### src/rtl/operand_issue_if.sv
// Operand-issue slot bundle: decoded-instruction input side and ALU-facing output side.
// master drives the instruction/flush/out_ready; slave (operand_issue) drives the slot outputs.
interface operand_issue_if #(
    parameter int unsigned DATA_WIDTH = 32,
    parameter int unsigned ADDR_WIDTH = 5
);
    logic                  in_valid;
    logic                  in_ready;
    logic [ADDR_WIDTH-1:0] rs1;
    logic [ADDR_WIDTH-1:0] rs2;
    logic [DATA_WIDTH-1:0] imm;
    logic                  ALUsrc;
    logic [2:0]            ALUCtrl_in;
    logic                  flush;
    logic                  out_valid;
    logic                  out_ready;
    logic [DATA_WIDTH-1:0] ALUop1;
    logic [DATA_WIDTH-1:0] ALUop2;
    logic [2:0]            ALUCtrl;

    modport master (
        output in_valid, rs1, rs2, imm, ALUsrc, ALUCtrl_in, flush, out_ready,
        input  in_ready, out_valid, ALUop1, ALUop2, ALUCtrl
    );

    modport slave (
        input  in_valid, rs1, rs2, imm, ALUsrc, ALUCtrl_in, flush, out_ready,
        output in_ready, out_valid, ALUop1, ALUop2, ALUCtrl
    );
endinterface

### src/rtl/operand_issue.sv
// Operand-issue stage: register file, operand select and a one-slot valid/ready pipeline register.
// Define OPERAND_BYPASS_EN to forward a same-cycle write-back into the captured operands.
module operand_issue #(
    parameter int unsigned DATA_WIDTH = 32,
    parameter int unsigned ADDR_WIDTH = 5
) (
    input  logic                  clk,
    input  logic                  rst_n,
    operand_issue_if.slave        bus,
    input  logic                  we3_i,
    input  logic [ADDR_WIDTH-1:0] ad3_i,
    input  logic [DATA_WIDTH-1:0] wd3_i,
    output logic [DATA_WIDTH-1:0] a0_o
);
    localparam int unsigned NumRegs = 1 << ADDR_WIDTH;
    localparam logic [ADDR_WIDTH-1:0] A0Idx = ADDR_WIDTH'(10);

    logic [DATA_WIDTH-1:0] rf_q [NumRegs];
    logic                  valid_q, valid_d;
    logic [DATA_WIDTH-1:0] op1_q, op2_q, a0_q;
    logic [DATA_WIDTH-1:0] rd1, rd2, op2_d;
    logic [2:0]            ctrl_q;
    logic                  wr_en, capture;

    assign wr_en   = we3_i && (ad3_i != '0);
    assign capture = bus.in_valid && bus.in_ready && !bus.flush;

    always_comb begin
        rd1 = (bus.rs1 == '0) ? '0 : rf_q[bus.rs1];
        rd2 = (bus.rs2 == '0) ? '0 : rf_q[bus.rs2];
`ifdef OPERAND_BYPASS_EN
        if (wr_en && (ad3_i == bus.rs1)) rd1 = wd3_i;
        if (wr_en && (ad3_i == bus.rs2)) rd2 = wd3_i;
`else
        // Captures see the pre-write value; upstream inserts a bubble after a write.
`endif
        op2_d = bus.ALUsrc ? bus.imm : rd2;
    end

    // Flush wins over a simultaneous capture and also empties a held slot.
    always_comb begin
        valid_d = valid_q;
        if (bus.flush)          valid_d = 1'b0;
        else if (capture)       valid_d = 1'b1;
        else if (bus.out_ready) valid_d = 1'b0;
    end

    always_ff @(posedge clk or negedge rst_n) begin
        if (!rst_n) begin
            for (int i = 0; i < int'(NumRegs); i++) rf_q[i] <= '0;
            valid_q <= 1'b0;
            op1_q   <= '0;
            op2_q   <= '0;
            ctrl_q  <= 3'b000;
            a0_q    <= '0;
        end else begin
            if (wr_en) rf_q[ad3_i] <= wd3_i;
            valid_q <= valid_d;
            if (capture) begin
                op1_q  <= rd1;
                op2_q  <= op2_d;
                ctrl_q <= bus.ALUCtrl_in;
            end
            a0_q <= (wr_en && (ad3_i == A0Idx)) ? wd3_i : rf_q[A0Idx];
        end
    end

    assign bus.in_ready  = !valid_q || bus.out_ready;
    assign bus.out_valid = valid_q;
    assign bus.ALUop1    = op1_q;
    assign bus.ALUop2    = op2_q;
    assign bus.ALUCtrl   = ctrl_q;
    assign a0_o          = a0_q;
endmodule
### src/flat_wrapper.sv
// flat-port wrapper written by rule: the top's interface ports become plain ports
module operand_issue_flat 
#(
    parameter int unsigned DATA_WIDTH = 32,
    parameter int unsigned ADDR_WIDTH = 5
)
  (clk, rst_n, we3_i, ad3_i, wd3_i, a0_o, bus_in_valid, bus_rs1, bus_rs2, bus_imm, bus_ALUsrc, bus_ALUCtrl_in, bus_flush, bus_out_ready, bus_in_ready, bus_out_valid, bus_ALUop1, bus_ALUop2, bus_ALUCtrl);
  operand_issue_if #(.DATA_WIDTH(DATA_WIDTH), .ADDR_WIDTH(ADDR_WIDTH)) bus_i ();
  input  logic clk;
  input  logic rst_n;
  input  logic we3_i;
  input  logic [ADDR_WIDTH-1:0] ad3_i;
  input  logic [DATA_WIDTH-1:0] wd3_i;
  output logic [DATA_WIDTH-1:0] a0_o;
  input wire logic [$bits(bus_i.in_valid)-1:0] bus_in_valid;
  input wire logic [$bits(bus_i.rs1)-1:0] bus_rs1;
  input wire logic [$bits(bus_i.rs2)-1:0] bus_rs2;
  input wire logic [$bits(bus_i.imm)-1:0] bus_imm;
  input wire logic [$bits(bus_i.ALUsrc)-1:0] bus_ALUsrc;
  input wire logic [$bits(bus_i.ALUCtrl_in)-1:0] bus_ALUCtrl_in;
  input wire logic [$bits(bus_i.flush)-1:0] bus_flush;
  input wire logic [$bits(bus_i.out_ready)-1:0] bus_out_ready;
  output wire logic [$bits(bus_i.in_ready)-1:0] bus_in_ready;
  output wire logic [$bits(bus_i.out_valid)-1:0] bus_out_valid;
  output wire logic [$bits(bus_i.ALUop1)-1:0] bus_ALUop1;
  output wire logic [$bits(bus_i.ALUop2)-1:0] bus_ALUop2;
  output wire logic [$bits(bus_i.ALUCtrl)-1:0] bus_ALUCtrl;
  assign bus_i.in_valid = bus_in_valid;
  assign bus_i.rs1 = bus_rs1;
  assign bus_i.rs2 = bus_rs2;
  assign bus_i.imm = bus_imm;
  assign bus_i.ALUsrc = bus_ALUsrc;
  assign bus_i.ALUCtrl_in = bus_ALUCtrl_in;
  assign bus_i.flush = bus_flush;
  assign bus_i.out_ready = bus_out_ready;
  assign bus_in_ready = bus_i.in_ready;
  assign bus_out_valid = bus_i.out_valid;
  assign bus_ALUop1 = bus_i.ALUop1;
  assign bus_ALUop2 = bus_i.ALUop2;
  assign bus_ALUCtrl = bus_i.ALUCtrl;
  operand_issue #(.DATA_WIDTH(DATA_WIDTH), .ADDR_WIDTH(ADDR_WIDTH)) u_core (.clk(clk), .rst_n(rst_n), .bus(bus_i), .we3_i(we3_i), .ad3_i(ad3_i), .wd3_i(wd3_i), .a0_o(a0_o));
endmodule
### config.mk
export PLATFORM = sky130hd
export DESIGN_NAME = operand_issue_flat
export DESIGN_NICKNAME = d
export VERILOG_FILES = /design/src/rtl/operand_issue_if.sv /design/src/rtl/operand_issue.sv /design/src/flat_wrapper.sv
export SDC_FILE = /design/constraint.sdc
export NUM_CORES = 2
export LEC_CHECK = 0
export ABC_AREA = 1
export CORE_ASPECT_RATIO = 2
export CORE_MARGIN = 1
export CORE_UTILIZATION = 35
export CTS_CLUSTER_SIZE = 16
export DETAILED_ROUTE_END_ITERATION = 16
export GPL_ROUTABILITY_DRIVEN = 0
export PLACE_DENSITY = 0.49
export SYNTH_ARGS = -nofsm -noshare
export SYNTH_HDL_FRONTEND = slang
export SYNTH_SLANG_ARGS = --single-unit
### constraint.sdc
create_clock -name clk -period 2.7 [get_ports clk]
set_input_delay 0.675 -clock clk [delete_from_list [all_inputs] [get_ports clk]]
set_output_delay 0.675 -clock clk [all_outputs]
set_load 0.02 [all_outputs]
==> results.py <==
metrics = {
    "outcome": {
        "status": "finished clean",
    },
    "detailed_routing": {
        "routed_wl_um": 274000,
        "drtAntennaViolNets": 0,
        "wl_per_cell_um": 25.0,
        "dr.first_iter.drc_count": 6338,
        "firstDrtPassIters": 6,
        "routed_via_density": 5.49,
        "drc_errors": 0,
        "vias": 60300,
    },
    "yosys": {
        "ys_warn_count": 0,
        "yosysTopAreaCell": "dfrtp_1",
        "synth-seq-cells": 1124,
        "synth_commonest_cells": "nand2_1, a21oi_1, dfrtp_1",
        "synth_edf_count": 0,
        "synthArstFlopShare_pct": 100,
        "syn_nets": 8695,
        "synthesis.area_mm2": 0.0603,
        "synth_most_common_cell": "nand2_1",
        "ys_seq_area_share_pct": 46.7,
        "synthDistinctLibCells": 29,
        "synth.area.top_cells": "dfrtp_1, nand2_1, a21oi_1",
        "avgSynthCellArea_um2": 7.00,
        "syn_inst": 8606,
        "synth_top_cell_area_share_pct": 46.7,
        "synth_flop_cell": "dfrtp_1",
    },
    "global_routing": {
        "grt-ovfl-total": 0,
        "grt_pass1_wl_um": 399000,
        "antenna_found_initial": 5,
        "grt_start_max_net_pins": 133,
        "grt_pass1_vias": 58200,
        "grt.total_usage_pct": 31.3,
    },
    "setup_path": {
        "start_kind": "flop",
        "cp_num_buf_inv": 1,
        "crit_slowest_cell": "clkdlybuf4s50_1",
        "path_delay_family": "buffers and inverters",
        "worstPathArrival_ns": 1.97,
        "crit_chain": "clkdlybuf4s50_1",
        "path_max_fanout": 1,
        "endpoint_kind": "output port",
        "slowest_delay_ns": 0.68,
        "worstPathRequired_ns": 2.03,
        "worstSetupPathType": "reg -> out",
    },
    "sta": {
        "hold_viol": 0,
        "max_freq_mhz": 378,
        "worst_clock_skew_ns": 0.0302,
        "max-slew-margin-rel_pct": 51.5,
        "period_share_pct": 98.0,
        "finalSetupViolCount": 0,
        "layout_min_cycle_time_ns": 2.65,
        "tightest_slew_ns": 0.728,
        "rsz0062_at_grt": "no",
        "slew_viol_final": 0,
    },
    "cts": {
        "worstSkewPairLatency_ns": 0.74,
        "cts_sinks": 1124,
        "htreeDepth": 3,
        "clk_pin_slew_ns": 0.07,
        "cts_tree": "yes",
        "clock-root-buffer": "clkbuf_16",
        "clk_path_buf_depth": 3,
        "cts_buffers": 108,
    },
    "power_and_ir_drop": {
        "cellPowerDensity_mw_per_mm2": 721,
        "share_comb_of_total_power_pct": 23.3,
        "p_switching_uw": 17600,
        "seqPwrFrac_pct": 45.4,
        "vdd_drop_max_v": 0.000609,
        "leakagePower_uw": 0.0330,
        "clkPwrFrac_pct": 31.3,
        "p_int_uw": 34100,
        "netSwitchingFraction_pct": 34.0,
    },
    "final_layout": {
        "fillCellCount": 17600,
        "multi_input_area_mm2": 0.0279,
        "drive_above_1_share_pct": 8.09,
        "syn2layout_area_growth_pct": 19.0,
        "finalNonFillerCells": 11000,
        "finalNetCount": 8697,
        "fin_util_pct": 41.9,
        "regArea_mm2": 0.0281,
    },
    "place": {
        "hpwlAfterDp_um": 175000,
        "dp.cells": 10800,
        "io_buffers": 189,
    },
    "floorplan": {
        "rows": 215,
        "start_util_pct": 35.2,
        "io_pins": 190,
        "coreArea_mm2": 0.171,
        "die_x_um": 295,
        "die_area_mm2": 0.174,
        "die_h_um": 589,
    },
    "min_path": {
        "min_path_type": "reg -> reg",
    },
    "flow_run": {
        "cap_violations": 0,
    },
}
cell type report:
cell class	count	share of cell area (%)
antenna	4	0.0140
clock buffer	160	4.43
clock inverter	41	0.583
inverter	341	1.82
multi-input combinational	6393	38.9
sequential	1124	39.2
tap	2278	3.97
timing repair buffer	640	11.0
state kept, by name, indices dropped and copies added (netlist names):
signal and flops:
u_core.rf_q 1024, u_core.a0_o 32, u_core.bus.ALUop2 32, u_core.bus.ALUop1 32, u_core.bus.out_valid 1, u_core.bus.ALUCtrl 3
through the flow:
step / cell area (µm²) / setup TNS [ns] / hold WS (ns) / total power, µW / worst slack [ns]
floorplan: 60300 / 0 / 0.379 / 30400 / 0.519
global placement: 68100 / -1.58 / 0.386 / 35400 / -0.130
detailed placement: 68100 / -3.40 / 0.389 / 35700 / -0.152
CTS: 71700 / 0 / 0.399 / 51900 / 0.0227
global route: 71700 / 0 / 0.413 / 54500 / 0.0131
finish: 71700 / 0 / 0.404 / 51700 / 0.0542
repair_timing:
item / CTS / global route
hold buffers: 1 / 0
endpoints found under the setup margin: 1 / 0
resized for setup: 1 / 0
buffers inserted: 0 / 0
hold endpoints to repair: 14 / 0
kinds of logic (layout without fill, tap and decap cells):
group / count (synthesis) / count (layout) / share of synthesized area (%)
flip-flops: 1124 / 1124 / 46.7
buffers and inverters: 1089 / 1182 / 7.17
AO/OA/AOI/OAI: 2085 / 2085 / 17.5
other: 0 / 4 / 0
AND/OR/NAND/NOR: 4308 / 4308 / 28.7
power by group through the flow:
stage | logic (µW) | clock network [µW] | registers (µW)
after floorplan | 7290 | 0 | 23100
after global placement | 11800 | 0 | 23600
after detailed placement | 12000 | 0 | 23700
after CTS | 12000 | 16500 | 23400
after global routing | 13600 | 17000 | 23900
final | 12100 | 16200 | 23500
layout by cell type, fill, tap and decap left out, types with 5 or more instances in the layout:
master	count
clkbuf_1	25
bufinv_16	7
clkdlybuf4s50_1	177
a21oi_1	1125
clkbuf_16	109
dfrtp_1	1123
inv_1	323
nand2_4	5
o21ai_0	916
inv_2	9
o21a_1	30
nand2_1	2730
clkbuf_8	26
nand2_2	8
nor2_1	869
nand3_1	658
clkinv_2	28
buf_4	242
o21ai_1	9
buf_12	210
nor2_4	22
final timing paths:
check	slack, ns	cells past startpoint	from	to
setup reg to reg	0.91	8	u_core.bus.out_valid$_DFFE_PN0P_	u_core.bus.ALUop1[21]$_DFFE_PN0P_
min in group asynchronous	0.43	2	rst_n	u_core.bus.ALUop2[14]$_DFFE_PN0P_
max in group asynchronous	1.23	4	rst_n	u_core.rf_q[133]$_DFFE_PN0P_
hold reg to reg	0.40	0	u_core.rf_q[1023]$_DFFE_PN0P_	u_core.rf_q[1023]$_DFFE_PN0P_
setup / recovery	0.05	1	u_core.a0_o[2]$_DFF_PN0_	a0_o[2]
hold / removal	0.40	0	u_core.rf_q[1023]$_DFFE_PN0P_	u_core.rf_q[1023]$_DFFE_PN0P_
metal layers:
metal	vias to the layer above	track usage [%]	part of all wire, %
met5	-	0	0.0044
met4	2	16.4	6.0
met3	690	3.51	7.0
met2	2715	51.6	47
met1	29100	40.1	40
li1	27800	-	-
(Power assumes the default switching activity.)
